`config.mk`:
```
export PLATFORM = sky130hd
export DESIGN_NAME = cam_pwr_seq_flat
export DESIGN_NICKNAME = d
export VERILOG_FILES = /design/src/rtl/cam_pwr_seq_if.sv /design/src/rtl/cam_pwr_seq.sv /design/src/flat_wrapper.sv
export SDC_FILE = /design/constraint.sdc
export NUM_CORES = 1
export LEC_CHECK = 0
export ABC_CLOCK_PERIOD_IN_PS = 5500
export BUFFER_PORTS_ARGS = -buffer_cell sky130_fd_sc_hd__buf_4
export CAP_MARGIN = 20
export CORE_MARGIN = 1.5
export CORE_UTILIZATION = 50
export DETAILED_ROUTE_END_ITERATION = 16
export GPL_TIMING_DRIVEN = 0
export PLACE_DENSITY_LB_ADDON = 0.12
export SYNTH_ARGS = -nofsm -noshare
export SYNTH_HDL_FRONTEND = slang
export SYNTH_SLANG_ARGS = --single-unit
```
`constraint.sdc`:
```
create_clock -name clk -period 5.5 [get_ports clk]
set_input_delay 0.825 -clock clk [delete_from_list [all_inputs] [get_ports clk]]
set_output_delay 0.825 -clock clk [all_outputs]
set_load 0.005 [all_outputs]
```
`src/rtl/cam_pwr_seq_if.sv`:
```
// cam_pwr_seq_if: command/status bundle between the command decoder and the power sequencer.
interface cam_pwr_seq_if #(parameter int NCH = 5);
  logic           cmd_valid;
  logic           cmd_on;
  logic [NCH-1:0] cmd_mask;
  logic           kill;
  logic           cmd_ready;
  logic [NCH-1:0] pwr_en;
  logic [NCH-1:0] cam_rst_n;
  logic           busy;
  logic           done;
  logic           aborted;
  logic [NCH-1:0] ch_on;
  modport master (
    output cmd_valid, cmd_on, cmd_mask, kill,
    input  cmd_ready, pwr_en, cam_rst_n, busy, done, aborted, ch_on
  );
  modport slave (
    input  cmd_valid, cmd_on, cmd_mask, kill,
    output cmd_ready, pwr_en, cam_rst_n, busy, done, aborted, ch_on
  );
endinterface

```
`src/rtl/cam_pwr_seq.sv`:
```
// cam_pwr_seq: ordered power/reset sequencer for NCH loads with a shared delay counter and kill override.
module cam_pwr_seq #(
  parameter int          NCH            = 5,
  parameter logic [31:0] PWR_SETTLE_CYC = 32'd5000000,
  parameter logic [31:0] RST_HOLD_CYC   = 32'd500000,
  parameter logic [31:0] STAGGER_CYC    = 32'd1000000,
  parameter int          CNT_W          = 32
) (
  input logic         clk,
  input logic         rst_n,
  cam_pwr_seq_if.slave bus
);
  localparam int IW = NCH > 1 ? $clog2(NCH) : 1;
  localparam logic [IW-1:0]    LAST       = IW'(NCH - 1);
  localparam logic [CNT_W-1:0] SETTLE_END = CNT_W'(PWR_SETTLE_CYC - 32'd1);
  localparam logic [CNT_W-1:0] HOLD_END   = CNT_W'(RST_HOLD_CYC - 32'd1);
  localparam logic [CNT_W-1:0] GAP_END    = CNT_W'(STAGGER_CYC - 32'd1);
  typedef enum logic [2:0] {IDLE, SCAN, ON_SETTLE, OFF_HOLD, GAP, DONE} state_t;
  state_t           state_q;
  logic             on_q;
  logic [NCH-1:0]   mask_q;
  logic [NCH-1:0]   pwr_en_q;
  logic [NCH-1:0]   rst_n_q;
  logic [IW-1:0]    idx_q;
  logic [CNT_W-1:0] cnt_q;
  logic             cmd_ready_q;
  logic             busy_q;
  logic             done_q;
  logic             aborted_q;
  logic             last;
  logic             act;
  logic [IW-1:0]    idx_step;
  always_comb begin
    last     = on_q ? idx_q == LAST : idx_q == '0;
    idx_step = on_q ? idx_q + IW'(1) : idx_q - IW'(1);
    act      = mask_q[idx_q] & (on_q ? ~(pwr_en_q[idx_q] & rst_n_q[idx_q]) : pwr_en_q[idx_q]);
  end
  always_ff @(posedge clk) begin
    if (!rst_n) begin
      state_q     <= IDLE;
      on_q        <= 1'b0;
      mask_q      <= '0;
      pwr_en_q    <= '0;
      rst_n_q     <= '0;
      idx_q       <= '0;
      cnt_q       <= '0;
      cmd_ready_q <= 1'b1;
      busy_q      <= 1'b0;
      done_q      <= 1'b0;
      aborted_q   <= 1'b0;
    end else if (bus.kill) begin
      state_q     <= IDLE;
      pwr_en_q    <= '0;
      rst_n_q     <= '0;
      cnt_q       <= '0;
      cmd_ready_q <= 1'b0;
      busy_q      <= 1'b0;
      done_q      <= 1'b0;
      aborted_q   <= state_q != IDLE;
    end else begin
      done_q    <= 1'b0;
      aborted_q <= 1'b0;
      case (state_q)
        IDLE: begin
          if (bus.cmd_valid && cmd_ready_q) begin
            on_q        <= bus.cmd_on;
            mask_q      <= bus.cmd_mask;
            idx_q       <= bus.cmd_on ? '0 : LAST;
            state_q     <= SCAN;
            busy_q      <= 1'b1;
            cmd_ready_q <= 1'b0;
          end else begin
            cmd_ready_q <= 1'b1;
          end
        end
        SCAN: begin
          if (act) begin
            cnt_q          <= '0;
            rst_n_q[idx_q] <= 1'b0;
            if (on_q) pwr_en_q[idx_q] <= 1'b1;
            state_q <= on_q ? ON_SETTLE : OFF_HOLD;
          end else if (last) begin
            state_q <= DONE;
            done_q  <= 1'b1;
          end else begin
            idx_q <= idx_step;
          end
        end
        ON_SETTLE: begin
          if (cnt_q == SETTLE_END) begin
            rst_n_q[idx_q] <= 1'b1;
            cnt_q          <= '0;
            state_q        <= GAP;
          end else begin
            cnt_q <= cnt_q + CNT_W'(1);
          end
        end
        OFF_HOLD: begin
          if (cnt_q == HOLD_END) begin
            pwr_en_q[idx_q] <= 1'b0;
            cnt_q           <= '0;
            state_q         <= GAP;
          end else begin
            cnt_q <= cnt_q + CNT_W'(1);
          end
        end
        GAP: begin
          if (cnt_q == GAP_END) begin
            cnt_q <= '0;
            if (last) begin
              state_q <= DONE;
              done_q  <= 1'b1;
            end else begin
              idx_q   <= idx_step;
              state_q <= SCAN;
            end
          end else begin
            cnt_q <= cnt_q + CNT_W'(1);
          end
        end
        default: begin
          state_q     <= IDLE;
          busy_q      <= 1'b0;
          cmd_ready_q <= 1'b1;
        end
      endcase
    end
  end
  assign bus.cmd_ready = cmd_ready_q;
  assign bus.pwr_en    = pwr_en_q;
  assign bus.cam_rst_n = rst_n_q;
  assign bus.busy      = busy_q;
  assign bus.done      = done_q;
  assign bus.aborted   = aborted_q;
  assign bus.ch_on     = pwr_en_q & rst_n_q;
endmodule
```
`src/flat_wrapper.sv`:
```
// flat-port wrapper written by rule: the top's interface ports become plain ports
module cam_pwr_seq_flat 
#(
  parameter int          NCH            = 5,
  parameter logic [31:0] PWR_SETTLE_CYC = 32'd5000000,
  parameter logic [31:0] RST_HOLD_CYC   = 32'd500000,
  parameter logic [31:0] STAGGER_CYC    = 32'd1000000,
  parameter int          CNT_W          = 32
)
  (clk, rst_n, bus_cmd_valid, bus_cmd_on, bus_cmd_mask, bus_kill, bus_cmd_ready, bus_pwr_en, bus_cam_rst_n, bus_busy, bus_done, bus_aborted, bus_ch_on);
  cam_pwr_seq_if #(.NCH(NCH)) bus_i ();
  input logic clk;
  input logic rst_n;
  input wire logic [$bits(bus_i.cmd_valid)-1:0] bus_cmd_valid;
  input wire logic [$bits(bus_i.cmd_on)-1:0] bus_cmd_on;
  input wire logic [$bits(bus_i.cmd_mask)-1:0] bus_cmd_mask;
  input wire logic [$bits(bus_i.kill)-1:0] bus_kill;
  output wire logic [$bits(bus_i.cmd_ready)-1:0] bus_cmd_ready;
  output wire logic [$bits(bus_i.pwr_en)-1:0] bus_pwr_en;
  output wire logic [$bits(bus_i.cam_rst_n)-1:0] bus_cam_rst_n;
  output wire logic [$bits(bus_i.busy)-1:0] bus_busy;
  output wire logic [$bits(bus_i.done)-1:0] bus_done;
  output wire logic [$bits(bus_i.aborted)-1:0] bus_aborted;
  output wire logic [$bits(bus_i.ch_on)-1:0] bus_ch_on;
  assign bus_i.cmd_valid = bus_cmd_valid;
  assign bus_i.cmd_on = bus_cmd_on;
  assign bus_i.cmd_mask = bus_cmd_mask;
  assign bus_i.kill = bus_kill;
  assign bus_cmd_ready = bus_i.cmd_ready;
  assign bus_pwr_en = bus_i.pwr_en;
  assign bus_cam_rst_n = bus_i.cam_rst_n;
  assign bus_busy = bus_i.busy;
  assign bus_done = bus_i.done;
  assign bus_aborted = bus_i.aborted;
  assign bus_ch_on = bus_i.ch_on;
  cam_pwr_seq #(.NCH(NCH), .PWR_SETTLE_CYC(PWR_SETTLE_CYC), .RST_HOLD_CYC(RST_HOLD_CYC), .STAGGER_CYC(STAGGER_CYC), .CNT_W(CNT_W)) u_core (.clk(clk), .rst_n(rst_n), .bus(bus_i));
endmodule
```
==> metrics, run 1 <==
Port Buffers 28; Die Ht 83.2 µm; Synth Area in Compound Gates 0.188; Combinational Power Share 0.082; setup_tns 0 ps; Pre-antenna DRT Iters 5; CP required 5730 ps; final max-slew violation count 0; Initial Utilization 0.512; placed instance count 483; commonest non-fill, non-tap cells in the layout 58 x dfxtp_1, 35 x nand2_1, 32 x nor2_1, 28 x buf_4; DR top layer met4; nets 429; switch share 0.249; unique cell type count in the Yosys netlist 61; final hold vios 0; Post-Synthesis Cells 378; 1st-iter DRT viols 138; Slew HR 0.550; GRT Residual Overflow 0; vias in the first global route 2,742; worst slew pin tran 671 ps; Synth Area in XOR/XNOR 0.0436; HP Class reg -> reg; Post-DRT Antenna Nets 0; Final Wtd Congestion 0.802; clk_lat worst skew 350 ps; Seq/Total Area, Yosys 0.361; M1 WL 3.38 mm; routed wire length 7.45 mm; EDFF count, synth 0; post-route cell area 3700 µm²; slack of the critical path 2580 ps; post-synthesis simple-gate area fraction 0.277; DR WL met3 292 µm; FP Rows 29; Max Fanout on Critical Path 10; fmax 342 MHz; YS warnings 0; CTS Buffer Depth 2; synth-to-layout area growth 15.2%; die area 6920 µm²; Post-CTS Setup Inserts 0; TritonCTS clock tree yes; peak supply drop 0.131 mV; clock network fraction of total power 0.425; syn_area_per_cell 8.51 µm²; net switching power 0.000217 W; Synth Cell Area 3220 µm²; critical path class reg -> reg; pwr dens 235 nW/µm²; clk sinks 58; outcome finished, final reports clean; crit path launch type register; post-DR wirelength/cell 14.9 µm; ys flop type dfxtp_1; DR DRC count 0; synthesized flop and latch total 58; root buffer cell clkbuf_8; final worst path period need 2920 ps; Final Non-Filler Cells 499; clk slew on worst S/H paths 70 ps; synthesized net count 390; max-cap viol count 0; # diodes 0; Clock Skew 4.97 ps; FFs w/ async S/R, synth 0; RSZ-0062 raised after global routing false; Pint 0.000654 W; placed cell area 3520 µm²; worst path arrival time 3150 ps; first-pass GRT wire length 12.4 mm; layout cell share with drive strength beyond 1 0.182; post-DP HPWL 5.32 mm; most common cell after layout, fill and taps aside dfxtp_1; Ports 29; largest family of logic cells by synthesized area simple AND/OR/NAND/NOR gates; largest net degree at the start of global routing 11; Die Width 83.2 µm; post_cts resized 0; synthesized-area fraction occupied by adder cells 0.0132; total CTS buffers 9; Global Route Usage Sum 0.224; pre-CTS setup slack 2570 ps; fin crit share 0.531; sequential share of power 0.493; Vias 2,888; metal2 WL 3.65 mm; Pleak 1.35 nW; Setup Viol. Count Final 0; CP Capture Type register; mux cell area share after synthesis 0.0564; initial antenna violation count 0; Core Area 6280 µm²; # hold bufs at CTS 0; Vias/cell 5.79; CTS HTree Levels 3
[metrics by stage]
stage               hold WS (ps)  power, W  utilization
finish                       489  0.000872        0.590
floorplan                    455  0.000489            -
detailed placement           481  0.000511        0.561
global route                 519  0.000910        0.590
global placement             474  0.000510        0.561
CTS                          492  0.000880        0.590
[routing by layer]
layer | GRT usage | up-vias
met2 | 0.380 | 55
met1 | 0.263 | 1365
met3 | 0.0577 | 11
met5 | 0 | -
met4 | 0.106 | 0
li1 | - | 1457
[cell families after synthesis]
kind of cell | Yosys count
buffers and inverters | 31
XOR/XNOR | 16
AND/OR/NAND/NOR | 167
AO/OA/AOI/OAI | 87
flip-flops | 58
multiplexers | 16
adder cells (fa/ha/maj) | 3
[power groups by stage]
stage                     Sequential (W)  Clock (W)  Combinational, W
final                           0.000430   0.000370         0.0000713
after global placement          0.000439          0         0.0000706
after global routing            0.000430   0.000401         0.0000789
after detailed placement        0.000439          0         0.0000712
after floorplan                 0.000438          0         0.0000507
after CTS                       0.000430   0.000379         0.0000718
[layout make-up]
class,count,area [µm²]
multi-input combinational,289,1860
sequential,58,1160
fill,577,2570
inverter,12,45.0
clock inverter,2,10.0
tap,77,96.3
clock buffer,14,173
timing repair buffer,28,210
buffer,19,150
[synthesized netlist by cell type, types with 2 or more instances]
master | count | area, µm²
a21oi_1 | 27 | 135
a222oi_1 | 2 | 20.0
nor2_1 | 32 | 120
nand2_1 | 35 | 131
o31ai_1 | 3 | 22.5
dfxtp_1 | 58 | 1160
buf_2 | 6 | 30.0
or4_4 | 2 | 22.5
buf_6 | 2 | 22.5
mux2i_1 | 11 | 110
o211ai_1 | 5 | 37.5
nor4_1 | 6 | 37.5
or3_1 | 18 | 113
nor2b_1 | 9 | 56.3
o41ai_1 | 3 | 26.3
and2_2 | 2 | 15.0
clkbuf_1 | 5 | 18.8
inv_1 | 12 | 45.0
o2111ai_1 | 6 | 52.6
mux2_2 | 3 | 33.8
xnor2_1 | 2 | 17.5
xor2_1 | 14 | 123
and4_1 | 2 | 17.5
a211oi_1 | 2 | 15.0
nor4bb_1 | 2 | 20.0
nand3_1 | 25 | 125
nand4bb_1 | 2 | 22.5
nand4_1 | 5 | 31.3
nor3_1 | 8 | 40.0
clkbuf_8 | 5 | 68.8
and3_1 | 4 | 25.0
o21ai_0 | 27 | 135
and2_1 | 5 | 31.3
[critical path, stage by stage, from the launching register on]
cell      delay (ps)
dfxtp_1          320
clkbuf_8         180
mux2_2           340
a222oi_1         440
o21ba_2          220
o211a_1          140
buf_2            190
nor2_2           130
o31ai_4          430
buf_2            320
nor2_1            80
[path summary, 6_finish.rpt]
check | startpoint | end | slack [ps] | cells past startpoint
min reg2reg | register | register | 490 | 2
max reg2reg | u_core.idx_q[0] | u_core.cnt_q[6] | 2580 | 10
max | u_core.idx_q[0] | u_core.cnt_q[6] | 2580 | 10
min | register | register | 490 | 2
(Power assumes the default switching activity.)
==> inputs of run 2 (changes only) <==
--- a/config.mk
+++ b/config.mk
@@ -5,7 +5,7 @@
 export SDC_FILE = /design/constraint.sdc
 export NUM_CORES = 1
 export LEC_CHECK = 0
-export ABC_CLOCK_PERIOD_IN_PS = 5500
+export ABC_CLOCK_PERIOD_IN_PS = 2530
 export BUFFER_PORTS_ARGS = -buffer_cell sky130_fd_sc_hd__buf_4
 export CAP_MARGIN = 20
 export CORE_MARGIN = 1.5
==> constraint.sdc (replaced) <==
create_clock -name clk -period 2.53 [get_ports clk]
set_input_delay 0.3795 -clock clk [delete_from_list [all_inputs] [get_ports clk]]
set_output_delay 0.3795 -clock clk [all_outputs]
set_load 0.005 [all_outputs]
==> run 2 against run 1 <==
The flow now finishes with violations (negative setup slack); final cell count up 4.6%; utilization rose by 7.9 points; maximum frequency grew 13%; combinational power increased to 2.8 times the previous value; largest power group unchanged.
==> metrics, run 2 (synthesis gave the netlist of run 1 again) <==
# hold bufs at CTS 0 (unchanged); start point of the critical path u_core.idx_q[0] (unchanged); post-route cell area 4200 µm² (was 3700 µm²); max-cap viol count 0 (unchanged); Vias 3,057 (was 2,888); setup slack, reg-to-reg -60 ps (was 2580 ps); commonest non-fill, non-tap cells in the layout 53 x dfxtp_1, 44 x buf_4, 35 x nand2_1, 29 x nor2_1, 25 x nand3_1 (was 58 x dfxtp_1, 35 x nand2_1, 32 x nor2_1, 28 x buf_4); FF-to-FF End u_core.cnt_q[3] (was u_core.cnt_q[6]); clk sinks 58 (unchanged); Initial Utilization 0.512 (unchanged); Vias/cell 5.86 (was 5.79); critical path class reg -> reg (unchanged); layout cell share with drive strength beyond 1 0.317 (was 0.182); R2R depth 11 (was 10); outcome finished, violations left (was finished, final reports clean); placed cell area 3520 µm² (unchanged); synth-to-layout area growth 30.6% (was 15.2%); failing checks negative setup slack; post-DP HPWL 5.32 mm (unchanged); overall power 0.00194 W (was 0.000872 W); DR DRC count 0 (unchanged); Final Wtd Congestion 0.802 (unchanged); CTS Buffer Depth 2 (unchanged); worst slew pin tran 665 ps (was 671 ps); Die Ht 83.2 µm (unchanged); Post-DRT Antenna Nets 0 (unchanged); number of fill cells 518 (was 577); reg-to-reg startpoint u_core.idx_q[0] (unchanged); CP Capture Type register (unchanged); peak supply drop 0.293 mV (was 0.131 mV); Die Width 83.2 µm (unchanged); Slew HR 0.555 (was 0.550); CTS HTree Levels 3 (unchanged); routed wire length 8.26 mm (was 7.45 mm); largest net degree at the start of global routing 11 (unchanged); CP endpoint u_core.cnt_q[3] (was u_core.cnt_q[6]); 1st-iter DRT viols 140 (was 138); fin crit share 1.02 (was 0.531); Port Buffers 28 (unchanged); TritonCTS clock tree yes (unchanged); Setup Viol. Count Final 18 (was 0); worst path arrival time 2830 ps (was 3150 ps); pre-CTS setup slack -402 ps (was 2570 ps); RSZ-0062 raised after global routing true (was false); most common cell after layout, fill and taps aside dfxtp_1 (unchanged); Global Route Usage Sum 0.235 (was 0.224); clk slew on worst S/H paths 70 ps (about the same); Max Fanout on Critical Path 10 (unchanged); GRT Residual Overflow 0 (unchanged); Ports 29 (unchanged); Pleak 1.50 nW (was 1.35 nW); Min Hold Slack 279 ps (was 489 ps); vias in the first global route 2,822 (was 2,742); Pre-antenna DRT Iters 5 (unchanged); Clock Skew 6.67 ps (was 4.97 ps); final worst path period need 2590 ps (was 2920 ps); initial antenna violation count 0 (unchanged); Core Area 6280 µm² (unchanged); pwr dens 463 nW/µm² (was 235 nW/µm²); die area 6920 µm² (unchanged); post-DR wirelength/cell 15.8 µm (was 14.9 µm); slack of the critical path -57.4 ps (was 2580 ps); nets 452 (was 429); fmax 386 MHz (was 342 MHz); final hold vios 0 (unchanged); crit path launch type register (unchanged); total CTS buffers 9 (unchanged); final max-slew violation count 0 (unchanged); FP Rows 29 (unchanged); root buffer cell clkbuf_8 (unchanged); first-pass GRT wire length 13.0 mm (was 12.4 mm); clk_lat worst skew 350 ps (about the same); HP Class in -> reg (was reg -> reg); # diodes 0 (unchanged); CP required 2780 ps (was 5730 ps)
run 2: changes by cell type in the layout (fill, tap and decap cells not counted), sizes merged:
cell,delta
buf,+22
clkbuf,+1
run 2: stage by stage:
stage / setup TNS (ps) / instances / utilization
floorplan: 0 / 378 / -
global placement: -10290 / 483 / 0.561
detailed placement: -10680 / 483 / 0.561
CTS: -13.6 / 517 / 0.626
global route: -4350 / 522 / 0.669
finish: -409 / 522 / 0.669
run 2: critical path, stage by stage (launching register included):
cell and delay [ps]:
dfxtp_2 330, buf_8 130, mux2_4 300, a222oi_1 300
buf_4 180, o21ba_4 150, o211a_1 220, buf_6 140
buf_2 190, o2111ai_2 250, xor2_2 210, nor2_4 50
run 2: power by group:
part / leakage [nW] / internal (W) / switching (W) / total [W]
Combinational: 0.933 / 0.0000920 / 0.000106 / 0.000198
Clock: 0.0965 / 0.000433 / 0.000376 / 0.000809
Sequential: 0.471 / 0.000925 / 0.0000105 / 0.000935
run 2: worst min path at each step:
stage                     start          endpoint  slack (ps)  cells after the start
3_5_place_dp   u_core.cnt_q[31]  u_core.cnt_q[31]         480                      2
6_report        bus_cmd_mask[3]  u_core.mask_q[3]         280                      3
5_1_grt         bus_cmd_mask[3]  u_core.mask_q[3]         280                      3
4_1_cts         bus_cmd_mask[3]  u_core.mask_q[3]         280                      3
3_3_place_gp   u_core.cnt_q[31]  u_core.cnt_q[31]         470                      2
2_1_floorplan  u_core.cnt_q[31]  u_core.cnt_q[31]         460                      2
run 2: cell type report:
class / count / area (µm²) / area share
inverters: 12 / 45.0 / 0.0107
flip-flops and latches: 58 / 1170 / 0.278
multi-input cells: 289 / 2090 / 0.499
clock inverters: 2 / 10.0 / 0.00238
well taps: 77 / 96.3 / 0.0229
repair buffers: 51 / 437 / 0.104
plain buffers: 19 / 178 / 0.0423
clock buffers: 14 / 173 / 0.0411
run 2: repair_timing:
item                       4_1_cts  5_1_grt
setup endpoints to repair       39       37
buffers inserted                17        4
cloned                           1        2
gates resized for setup         26       47
pin swaps                       19       19
run 2: metal layers:
metal / global-route usage / vias up / share of wire / routed length [µm]
met5: 0 / - / 0 / 0
met4: 0.106 / 0 / 0.021 / 175
met2: 0.392 / 58 / 0.50 / 4170
met1: 0.286 / 1476 / 0.44 / 3600
li1: - / 1506 / - / -
met3: 0.0577 / 17 / 0.038 / 313
